--- src/rtl/mac_vetor_param.sv ---
// mac_vetor_param: streaming unsigned dot-product engine over VEC_LEN beats.
// Optional MAC_VETOR_SATURATE_EN clamps the accumulator on overflow.
module mac_vetor_param #(
  parameter int IN_W    = 10,
  parameter int ACC_W   = 22,
  parameter int VEC_LEN = 4
) (
  input  logic             clock,
  input  logic             reset,
  input  logic             clear,
  input  logic             in_valid,
  output logic             in_ready,
  input  logic [IN_W-1:0]  k,
  input  logic [IN_W-1:0]  l,
  output logic             out_valid,
  input  logic             out_ready,
  output logic [ACC_W-1:0] o,
  output logic             overflow
);

  localparam int CW = (VEC_LEN > 1) ? $clog2(VEC_LEN) : 1;
  localparam logic [CW-1:0] LAST = CW'(VEC_LEN - 1);
  localparam int PAD = ACC_W + 1 - 2 * IN_W;

  typedef enum logic {
    ACCUM = 1'b0,
    HOLD  = 1'b1
  } state_t;

  state_t           state_q, state_d;
  logic [ACC_W-1:0] acc_q, acc_d;
  logic [CW-1:0]    cnt_q, cnt_d;
  logic             ovf_q, ovf_d;
  logic [ACC_W-1:0] o_q, o_d;
  logic             oflag_q, oflag_d;
  logic             vld_q, vld_d;

  logic [2*IN_W-1:0] prod;
  logic [ACC_W:0]    sum;
  logic              ovf_nv;
  logic [ACC_W-1:0]  acc_nv;

  assign prod   = {{IN_W{1'b0}}, k} * {{IN_W{1'b0}}, l};
  assign sum    = {1'b0, acc_q} + {{PAD{1'b0}}, prod};
  assign ovf_nv = ovf_q | sum[ACC_W];

`ifdef MAC_VETOR_SATURATE_EN
  assign acc_nv = ovf_nv ? {ACC_W{1'b1}} : sum[ACC_W-1:0];
`else
  assign acc_nv = sum[ACC_W-1:0];
`endif

  assign in_ready  = (state_q == ACCUM) && !clear;
  assign out_valid = vld_q;
  assign o         = o_q;
  assign overflow  = oflag_q;

  // Next-state: accumulate beats, latch result on the last one, hold until taken.
  always_comb begin
    state_d = state_q;
    acc_d   = acc_q;
    cnt_d   = cnt_q;
    ovf_d   = ovf_q;
    o_d     = o_q;
    oflag_d = oflag_q;
    vld_d   = vld_q;
    case (state_q)
      ACCUM: begin
        if (clear) begin
          acc_d = '0;
          cnt_d = '0;
          ovf_d = 1'b0;
        end else if (in_valid) begin
          if (cnt_q == LAST) begin
            o_d     = acc_nv;
            oflag_d = ovf_nv;
            vld_d   = 1'b1;
            state_d = HOLD;
            acc_d   = '0;
            cnt_d   = '0;
            ovf_d   = 1'b0;
          end else begin
            acc_d = acc_nv;
            cnt_d = cnt_q + 1'b1;
            ovf_d = ovf_nv;
          end
        end
      end
      HOLD: begin
        if (out_ready) begin
          vld_d   = 1'b0;
          state_d = ACCUM;
        end
      end
      default: state_d = ACCUM;
    endcase
  end

  // State register with synchronous reset.
  always_ff @(posedge clock) begin
    if (reset) begin
      state_q <= ACCUM;
      acc_q   <= '0;
      cnt_q   <= '0;
      ovf_q   <= 1'b0;
      o_q     <= '0;
      oflag_q <= 1'b0;
      vld_q   <= 1'b0;
    end else begin
      state_q <= state_d;
      acc_q   <= acc_d;
      cnt_q   <= cnt_d;
      ovf_q   <= ovf_d;
      o_q     <= o_d;
      oflag_q <= oflag_d;
      vld_q   <= vld_d;
    end
  end

endmodule

--- config.mk ---
export PLATFORM = sky130hd
export DESIGN_NAME = mac_vetor_param
export DESIGN_NICKNAME = d
export VERILOG_FILES = /design/src/rtl/mac_vetor_param.sv
export SDC_FILE = /design/constraint.sdc
export NUM_CORES = 1
export LEC_CHECK = 0
export CAP_MARGIN = 0
export CORE_MARGIN = 3
export CORE_UTILIZATION = 55
export CTS_BUF_LIST = sky130_fd_sc_hd__clkbuf_8
export CTS_CLUSTER_DIAMETER = 200
export DETAILED_ROUTE_END_ITERATION = 10
export PLACE_DENSITY = 0.8
export SLEW_MARGIN = 20
export SYNTH_ARGS = -nofsm -noshare
export SYNTH_HDL_FRONTEND = slang
export SYNTH_SLANG_ARGS = --single-unit
--- constraint.sdc ---
create_clock -name clock -period 7 [get_ports clock]
set_clock_uncertainty 0.1 [all_clocks]
set_input_delay 1.05 -clock clock [delete_from_list [all_inputs] [get_ports clock]]
set_output_delay 1.05 -clock clock [all_outputs]
set_load 0.01 [all_outputs]
After elaboration in Yosys (flattened, before gate mapping)
Index checks and enable logic that the tools add are counted.
{ "totals": {"register_bits": 50, "out_inout_bits": 25, "wordCells": 43} }
{ "classes": {"eq_ne": 5, "bitwise": 3, "n_reduce_logical": 6, "addsub": 2, "muxes": 19, "n_mul": 1} }
{ "op_table": {"columns": ["operator", "n"], "rows": [
  ["22-bit 2-to-1 mux", 3],
  ["22-bit by 20-bit adder with 23-bit output", 1],
  ["10-bit by 10-bit multiplier with 20-bit output", 1],
  ["1-bit 2-to-1 mux", 11],
  ["4-bit AND reduction", 2],
  ["2-bit 2-to-1 mux", 3],
  ["2-bit inequality test (second input constant)", 3],
  ["1-bit case mux with 2 select lines", 2],
  ["2-bit by 1-bit adder with 2-bit output (second input constant)", 1],
  ["2-bit equality test (second input constant)", 1],
  ["2-bit by 1-bit inequality test with 1-bit output (second input constant)", 1],
  ["1-bit inverter", 2],
  ["2-bit AND reduction", 1],
  ["2-bit nonzero test", 1],
  ["1-bit logical AND", 1],
  ["1-bit logical NOT", 1],
  ["1-bit bitwise OR", 1]
]} }

Longest topological paths before layout
Gate-level depths: netlist of run 1.
{ "depth": {"depth_word": 6, "depth_mapped": 20, "ltp_nobuf": 18} }

Worst setup path before layout of run 1
No wires, ideal clock.
{ "synth_path": {"path_kind": "input port to flip-flop", "start": "input k[7]", "end": "register ovf_q", "n_path_buf": 1, "t_arrival_ns": 5.393, "path_stages": 17, "setup_ns": 0.117, "required_time_ns": 6.783, "path_slack_ns": 1.390, "cell_sequence": "clkbuf_1 -> nand2_1 -> fa_1 -> inv_1 -> fa_1 -> inv_1 -> fa_1 -> inv_1 -> fa_1 -> fa_1 -> ha_1 -> o21a_1 -> o2111a_1 -> and2_1 -> a21oi_2 -> o21ai_1 -> a22o_1"} }
{ "synth_via": {"elab_chain_cells": 6} }
{ "synth_rtl": {"columns": ["element", "line_no", "text"], "rows": [
  ["start: declaration", "13", "input logic [IN_W-1:0] k,"],
  ["10-bit by 10-bit multiplier with 20-bit output", "43", "assign prod = {{IN_W{1'b0}}, k} * {{IN_W{1'b0}}, l};"],
  ["22-bit by 20-bit adder with 23-bit output", "44", "assign sum = {1'b0, acc_q} + {{PAD{1'b0}}, prod};"],
  ["1-bit bitwise OR", "45", "assign ovf_nv = ovf_q | sum[ACC_W];"],
  ["1-bit 2-to-1 mux", "74", "if (cnt_q == LAST) begin"],
  ["1-bit 2-to-1 mux", "73", "end else if (in_valid) begin"],
  ["1-bit 2-to-1 mux", "69", "if (clear) begin"],
  ["end signal: assignment", "113", "ovf_q <= ovf_d;"],
  ["end: declaration", "33", "logic ovf_q, ovf_d;"]
]} }
Every way passes these cells. The select of a mux whose other input is x is not followed.
A chain may end at the register's enable or synchronous reset.

Final worst setup path of run 1
{ "layout_path": {"start": "input k[5]", "end": "register o_q[20] (netlist: o[20])"} }
{ "layout_via": {"elab_chain_cells": 2} }
{ "layout_rtl": {"columns": ["element", "line_no", "text"], "rows": [
  ["10-bit by 10-bit multiplier with 20-bit output", "43", null],
  ["22-bit by 20-bit adder with 23-bit output", "44", null],
  ["end signal: assignment", "106", "o_q <= '0;"],
  ["end signal: assignment", "114", "o_q <= o_d;"],
  ["end: declaration", "34", "logic [ACC_W-1:0] o_q, o_d;"]
]} }
Every way passes these cells.

==> out/qor.txt, run 1 <==
max_slew headroom = 0.2887
Port Buffer Count = 49
Final min period = 6129 ps
critical path arrival = 6290 ps
Crit Path Category = primary input to flop
worst vdd rail ir drop = 0.2523 mV
family of cells with the greatest summed delay on the critical path = adder cells
status = completed
clock slew seen by the registers of the worst setup and hold paths = 100 ps
met2 wire len = 7665 um
number of placed instances, taps included = 872
antenna violations before repair = 0
Static Leakage = 3.265 nW
antenna diode instance count = 0
share of the synthesized area in the top cell type = 0.2629
fill cell instance count of the final layout = 930
most frequently used flop master after synthesis = dfxtp_1
uppermost layer routed = met4
most used cell along the critical path = fa_1
H-tree levels = 2
DR WL met3 = 841 um
number of cells upsized or downsized after cts = 0
detailed placer's ending HPWL = 11510 um
ratio of routed vias to standard cells = 5.774
post-synthesis register bit count = 50
Final setup viols = 0
Synthesized Nets = 891
synthesis-to-finish area growth = 9.898%
overflow left after global routing = 0
library cell occupying the most area in the post-synthesis netlist = fa_1
share of synthesized flip-flops with an asynchronous set or reset = 0
setup_tns = 0 ps
min-delay worst type = flop to flop
starting density of the core = 0.5686
cell with the most instances after synthesis = inv_1
count of non-filler cells in the finished layout = 880
Critical Path Start Type = primary input
height of the die = 112.6 um
metal1 wirelength = 5547 um
layout cells sized above 1 = 0.05000
CP Max Fanout = 10
Final Net Count = 907
top cells by instance count after synthesis = inv_1, nand2_1, fa_1
worst-path cell with the longest stage delay = clkdlybuf4s50_1
routed vias = 5081
transition at the pin with the smallest max-transition slack = 1067 ps
post-synthesis instance total = 723
remaining routing DRC violations = 0
clock tree root buffer cell = clkbuf_8
CTS hold repair buffers = 0
worst path buffer plus inverter count = 2
num ports = 50
First-pass DRT Iterations = 5
Critical Path, Cell by Cell = clkdlybuf4s50_1 > nand2_1 > fa_1 > fa_1 > fa_1 > inv_1 > fa_1 > fa_1 > ha_1 > nand2_2 > o21a_2 > o21ai_1 > a21oi_2 > a2111oi_2 > a311o_1
MaxCap Viol Count = 0
DIE WIDTH = 112.6 um
final max-slew violation count = 0
worst skew pair latency = 310 ps
worst hold-check slack = 367.1 ps
final weighted congestion in routability-driven placement = 0.9522
global-route wire length before repair = 24670 um
register area share after synthesis = 0.1603
via count of the first global-routing pass = 5415
Total Die Area = 12670 um2
Post-DRT Antenna Nets = 0
# rows = 38
CTS tree = done
EDFF count, synth = 0
data required time at the worst endpoint = 7160 ps
crit end category = flop
number of buffers inserted to repair setup after CTS = 0
Final Hold Violating Endpoints = 0
Warnings, synthesis = 0
total length of routed wires = 14320 um
ratio of total power to cell area = 363.4 nW/um2
Wirelength per Cell = 16.28 um
Core Region = 10980 um2
aggregate global-route resource usage = 0.2327
number of buffers added by the clock tree synthesis step = 5
share of the clock period used by the worst path after layout = 0.8756
unique cell type count in the Yosys netlist = 67
delay of the slowest cell on the worst path = 750 ps
maximum count of clock buffers along a single path = 2
First DRT Iteration DRCs = 295
utilization after layout = 0.6249
summed instance area of the synthesized netlist = 6245 um2
synth top area cells = fa_1, dfxtp_1, ha_1, inv_1, nand2_1
largest net degree at the start of global routing = 57
RSZ-0062 raised after global routing = false
number of sinks handled by clock tree synthesis = 50
average instance area after synthesis = 8.637 um2
Max Clk Rate = 0.1632 GHz
## cells by family after synthesis
family / Yosys count / share of synthesized area
and+or+nand+nor: 238 / 0.1943
AOI/OAI and AO/OA: 115 / 0.1401
DFF: 50 / 0.1603
xor gates and xnor gates: 8 / 0.01122
buffers and inverters: 165 / 0.1026
muxes: 4 / 0.006412
adders and majority gates: 143 / 0.3851
## cell usage in the layout, fill, tap and decap left out, types with 4 or more instances in the layout
| master | Yosys | final |
|---|---|---|
| clkdlybuf4s50_1 | 0 | 48 |
| dfxtp_1 | 50 | 50 |
| ha_1 | 61 | 61 |
| a21o_1 | 12 | 12 |
| xnor2_1 | 5 | 5 |
| nor2b_1 | 4 | 4 |
| nand3b_1 | 9 | 9 |
| nor2_1 | 20 | 20 |
| inv_1 | 123 | 123 |
| o21ai_0 | 4 | 4 |
| a22oi_1 | 11 | 11 |
| clkbuf_8 | 0 | 5 |
| a2111oi_2 | 4 | 4 |
| fa_1 | 82 | 82 |
| and2_1 | 40 | 40 |
| a21oi_1 | 25 | 25 |
| mux2i_1 | 4 | 4 |
| nand3_1 | 13 | 13 |
| a21oi_2 | 6 | 6 |
| nor3_1 | 10 | 10 |
| a32o_1 | 4 | 4 |
| o211ai_1 | 6 | 6 |
| nand2_1 | 110 | 110 |
| o21ai_1 | 9 | 9 |
## layout make-up
| cell class | count | area, um2 | area share |
|---|---|---|---|
| clock inverter | 3 | 43.79 | 0.006381 |
| tap | 140 | 175.2 | 0.02552 |
| timing repair buffer | 51 | 500.5 | 0.07293 |
| sequential | 50 | 1001 | 0.1459 |
| inverter | 123 | 461.7 | 0.06727 |
| clock buffer | 5 | 68.82 | 0.01003 |
| multi-input combinational | 508 | 4612 | 0.6720 |
## worst min-delay path, cell delays in order, from the launching register on
cell and delay (ps):
dfxtp_1 330, nand2_1 50, o21ai_1 50
## worst paths after layout
check,from,endpoint,slack (ps),cells past startpoint
setup / recovery,k[5],o[20],870,15
hold / removal,acc_q[10],acc_q[10],370,2
setup reg to reg,acc_q[9],o[20],3180,12
hold reg to reg,acc_q[10],acc_q[10],370,2
## state kept, by name, indices dropped and copies added, names as in the netlist
name / count
acc_q: 22
o: 22
cnt_q: 2
out_valid: 1
overflow: 1
ovf_q: 1
state_q: 1
## metal layers
| layer | up-vias | global-route usage |
|---|---|---|
| met4 | 0 | 0.05369 |
| met3 | 28 | 0.03181 |
| li1 | 2365 | - |
| met5 | - | 0 |
| met1 | 2513 | 0.2898 |
| met2 | 175 | 0.4265 |
## metrics by stage
| step | power, W | setup slack, ps | cell area, um2 |
|---|---|---|---|
| 2_1_floorplan | 0.001888 | 1390 | 6245 |
| 3_3_place_gp | 0.002198 | 696.8 | 6741 |
| 3_5_place_dp | 0.002272 | 554.7 | 6741 |
| 4_1_cts | 0.002489 | 880.1 | 6854 |
| 5_1_grt | 0.002740 | 618.7 | 6863 |
| 6_report | 0.002494 | 871.0 | 6863 |
## power breakdown
group	internal (W)	switching, W	leakage, nW
registers	0.000310	0.0000185	0.405
clock network	0.000107	0.000104	0.0585
logic	0.000722	0.00123	2.80
No activity file was read; power rests on OpenSTA's default activity.
==> run 2, diff against run 1 <==
--- a/config.mk
+++ b/config.mk
@@ -12,6 +12,7 @@
 export CTS_CLUSTER_DIAMETER = 200
 export DETAILED_ROUTE_END_ITERATION = 10
 export PLACE_DENSITY = 0.8
+export SKIP_CTS_REPAIR_TIMING = 1
 export SLEW_MARGIN = 20
 export SYNTH_ARGS = -nofsm -noshare
 export SYNTH_HDL_FRONTEND = slang
==> constraint.sdc (replaced) <==
create_clock -name clock -period 7 [get_ports clock]
set_clock_uncertainty 0.1 [all_clocks]
set_input_delay 1.05 -clock clock [delete_from_list [all_inputs] [get_ports clock]]
set_output_delay 1.05 -clock clock [all_outputs]
set_load 0.05 [all_outputs]
==> results of run 2 <==
The final DEF is identical to that of run 1. Status: completed.
Among the figures that moved: total power 0.002494 W -> 0.002495 W
==> run 3, diff against run 2 <==
--- a/config.mk
+++ b/config.mk
@@ -7,13 +7,12 @@
 export LEC_CHECK = 0
 export CAP_MARGIN = 0
 export CORE_MARGIN = 3
-export CORE_UTILIZATION = 55
+export CORE_UTILIZATION = 53
 export CTS_BUF_LIST = sky130_fd_sc_hd__clkbuf_8
 export CTS_CLUSTER_DIAMETER = 200
 export DETAILED_ROUTE_END_ITERATION = 10
-export PLACE_DENSITY = 0.8
+export PLACE_DENSITY = 0.78
 export SKIP_CTS_REPAIR_TIMING = 1
-export SLEW_MARGIN = 20
 export SYNTH_ARGS = -nofsm -noshare
 export SYNTH_HDL_FRONTEND = slang
 export SYNTH_SLANG_ARGS = --single-unit
==> run 3 against run 2 <==
  * Sequential power about the same
  * Sequential cell count did not move
  * Maximum frequency is 0.63% higher
  * Wire length decreased by 1.0%
  * Non-clock buffer count is the same
  * Via count decreased by 1.1%
  * Power barely moved
  * Clock power about the same
  * Register-to-register slack worse by 20 ps
  * Critical path type unchanged
  * Largest cell class unchanged
  * Largest power group unchanged
  * Highest routed layer unchanged
==> out/qor.txt, run 3 (synthesis gave the netlist of run 1 again) <==
starting density of the core = 0.5446 (-0.02401)
worst skew pair latency = 320 ps (about the same)
final max-slew violation count = 0 (unchanged)
height of the die = 114.5 um (+1.8%)
share of the clock period used by the worst path after layout = 0.8700 (-0.005527)
number of sinks handled by clock tree synthesis = 50 (unchanged)
overflow left after global routing = 0 (unchanged)
clock slew seen by the registers of the worst setup and hold paths = 100 ps (about the same)
DIE WIDTH = 114.5 um (+1.8%)
setup_tns = 0 ps (unchanged)
Final setup viols = 0 (unchanged)
synthesis-to-finish area growth = 9.778%
commonest cells after routing, fill and taps aside = inv_1, nand2_1, fa_1
number of buffers added by the clock tree synthesis step = 5 (unchanged)
max_slew headroom = 0.2819 (-0.006754)
Core Region = 11470 um2 (+4.4%)
final worst-path setup slack = 909.7 ps (+38.69 ps)
largest net degree at the start of global routing = 57 (unchanged)
total length of routed wires = 14180 um (-1.0%)
clock tree root buffer cell = clkbuf_8
antenna violations before repair = 0 (unchanged)
aggregate global-route resource usage = 0.2286 (-0.004136)
Port Buffer Count = 49 (unchanged)
CP Max Fanout = 10 (unchanged)
RSZ-0062 raised after global routing = false
Total Die Area = 13120 um2 (+3.6%)
maximum count of clock buffers along a single path = 2 (unchanged)
Final Hold Violating Endpoints = 0 (unchanged)
setup slack of the worst register-to-register path = 3160 ps (-20 ps)
Critical Path Start Type = primary input
Static Leakage = 3.257 nW (-0.26%)
transition at the pin with the smallest max-transition slack = 1074 ps (+7.322 ps)
routed vias = 5026 (-1.1%)
ratio of total power to cell area = 364.1 nW/um2
crit end category = flop
layout cells sized above 1 = 0.04865 (-0.001351)
First DRT Iteration DRCs = 285 (-3.4%)
num ports = 50 (unchanged)
antenna diode instance count = 0 (unchanged)
final weighted congestion in routability-driven placement = 0.9134 (-4.1%)
H-tree levels = 2 (unchanged)
critical path arrival = 6200 ps (-90 ps)
ratio of routed vias to standard cells = 5.692 (-1.4%)
Post-DRT Antenna Nets = 0 (unchanged)
global-route wire length before repair = 24410 um (-1.1%)
min-delay worst type = flop to flop
status = completed
MaxCap Viol Count = 0 (unchanged)
Final min period = 6090 ps (-38.69 ps)
Max Clk Rate = 0.1642 GHz (+0.63%)
First-pass DRT Iterations = 5 (unchanged)
most common cell after layout, fill and taps aside = inv_1
Crit Path Category = primary input to flop
via count of the first global-routing pass = 5217 (-3.7%)
remaining routing DRC violations = 0 (unchanged)
# rows = 39 (+2.6%)
Final Net Count = 907 (unchanged)
worst vdd rail ir drop = 0.3050 mV (+21%)
detailed placer's ending HPWL = 11620 um (+1.0%)
setup slack after placement = 596.3 ps (+41.62 ps)
CTS tree = done
data required time at the worst endpoint = 7110 ps (-50 ps)
Wirelength per Cell = 16.06 um (-1.3%)
## run 3: final timing paths
path,from,to,depth (start not counted)
min,o[1],o[1],2
max reg2reg,acc_q[9],o[21],12
min reg2reg,o[1],o[1],2
max,k[7],ovf_q,17
## run 3: per-layer routing
| layer | vias to the layer above | wire, um | part of all wire | GRT usage |
|---|---|---|---|---|
| met2 | 127 | 7362 | 0.52 | 0.4005 |
| li1 | 2363 | - | - | - |
| met3 | 31 | 690 | 0.049 | 0.03383 |
| met5 | - | 0 | 0 | 0 |
| met4 | 0 | 318 | 0.022 | 0.06255 |
| met1 | 2505 | 5809 | 0.41 | 0.2939 |
## run 3: area by class of cell
class,count,area (um2)
fillers,1008,4612
multi-input cells,508,4603
flip-flops and latches,50,1001
repair buffers,51,500.5
inverters,123,461.7
well taps,143,178.9
clock buffers,5,68.82
clock inverters,3,41.29
## run 3: report_power, final
group	leakage [nW]	switching [W]	internal (W)	total, W
logic	2.80	0.00123	0.000720	0.00195
clock network	0.0556	0.000107	0.000105	0.000212
registers	0.405	0.0000195	0.000310	0.000329
## run 3: worst max-delay path, stage by stage
cell and delay [ps]:
clkdlybuf4s50_1 720, nand2_1 140, fa_1 560, inv_1 60, fa_1 510, inv_1 60
fa_1 530, inv_1 50, fa_1 500, fa_1 420, ha_1 390, o21a_1 210
o2111a_1 240, and2_1 170, a21oi_2 260, o21ai_1 140, a22o_1 200
## run 3: stage by stage
stage	hold slack, ps	power (W)	area [um2]	instances	util
4_1_cts	367.4	0.002490	6855	883	0.5978
5_1_grt	391.0	0.002756	6855	883	0.5978
3_5_place_dp	350.6	0.002273	6745	875	0.5882
3_3_place_gp	343.6	0.002194	6745	875	0.5882
2_1_floorplan	329.5	0.001890	6245	723	-
6_report	364.5	0.002496	6855	883	0.5978
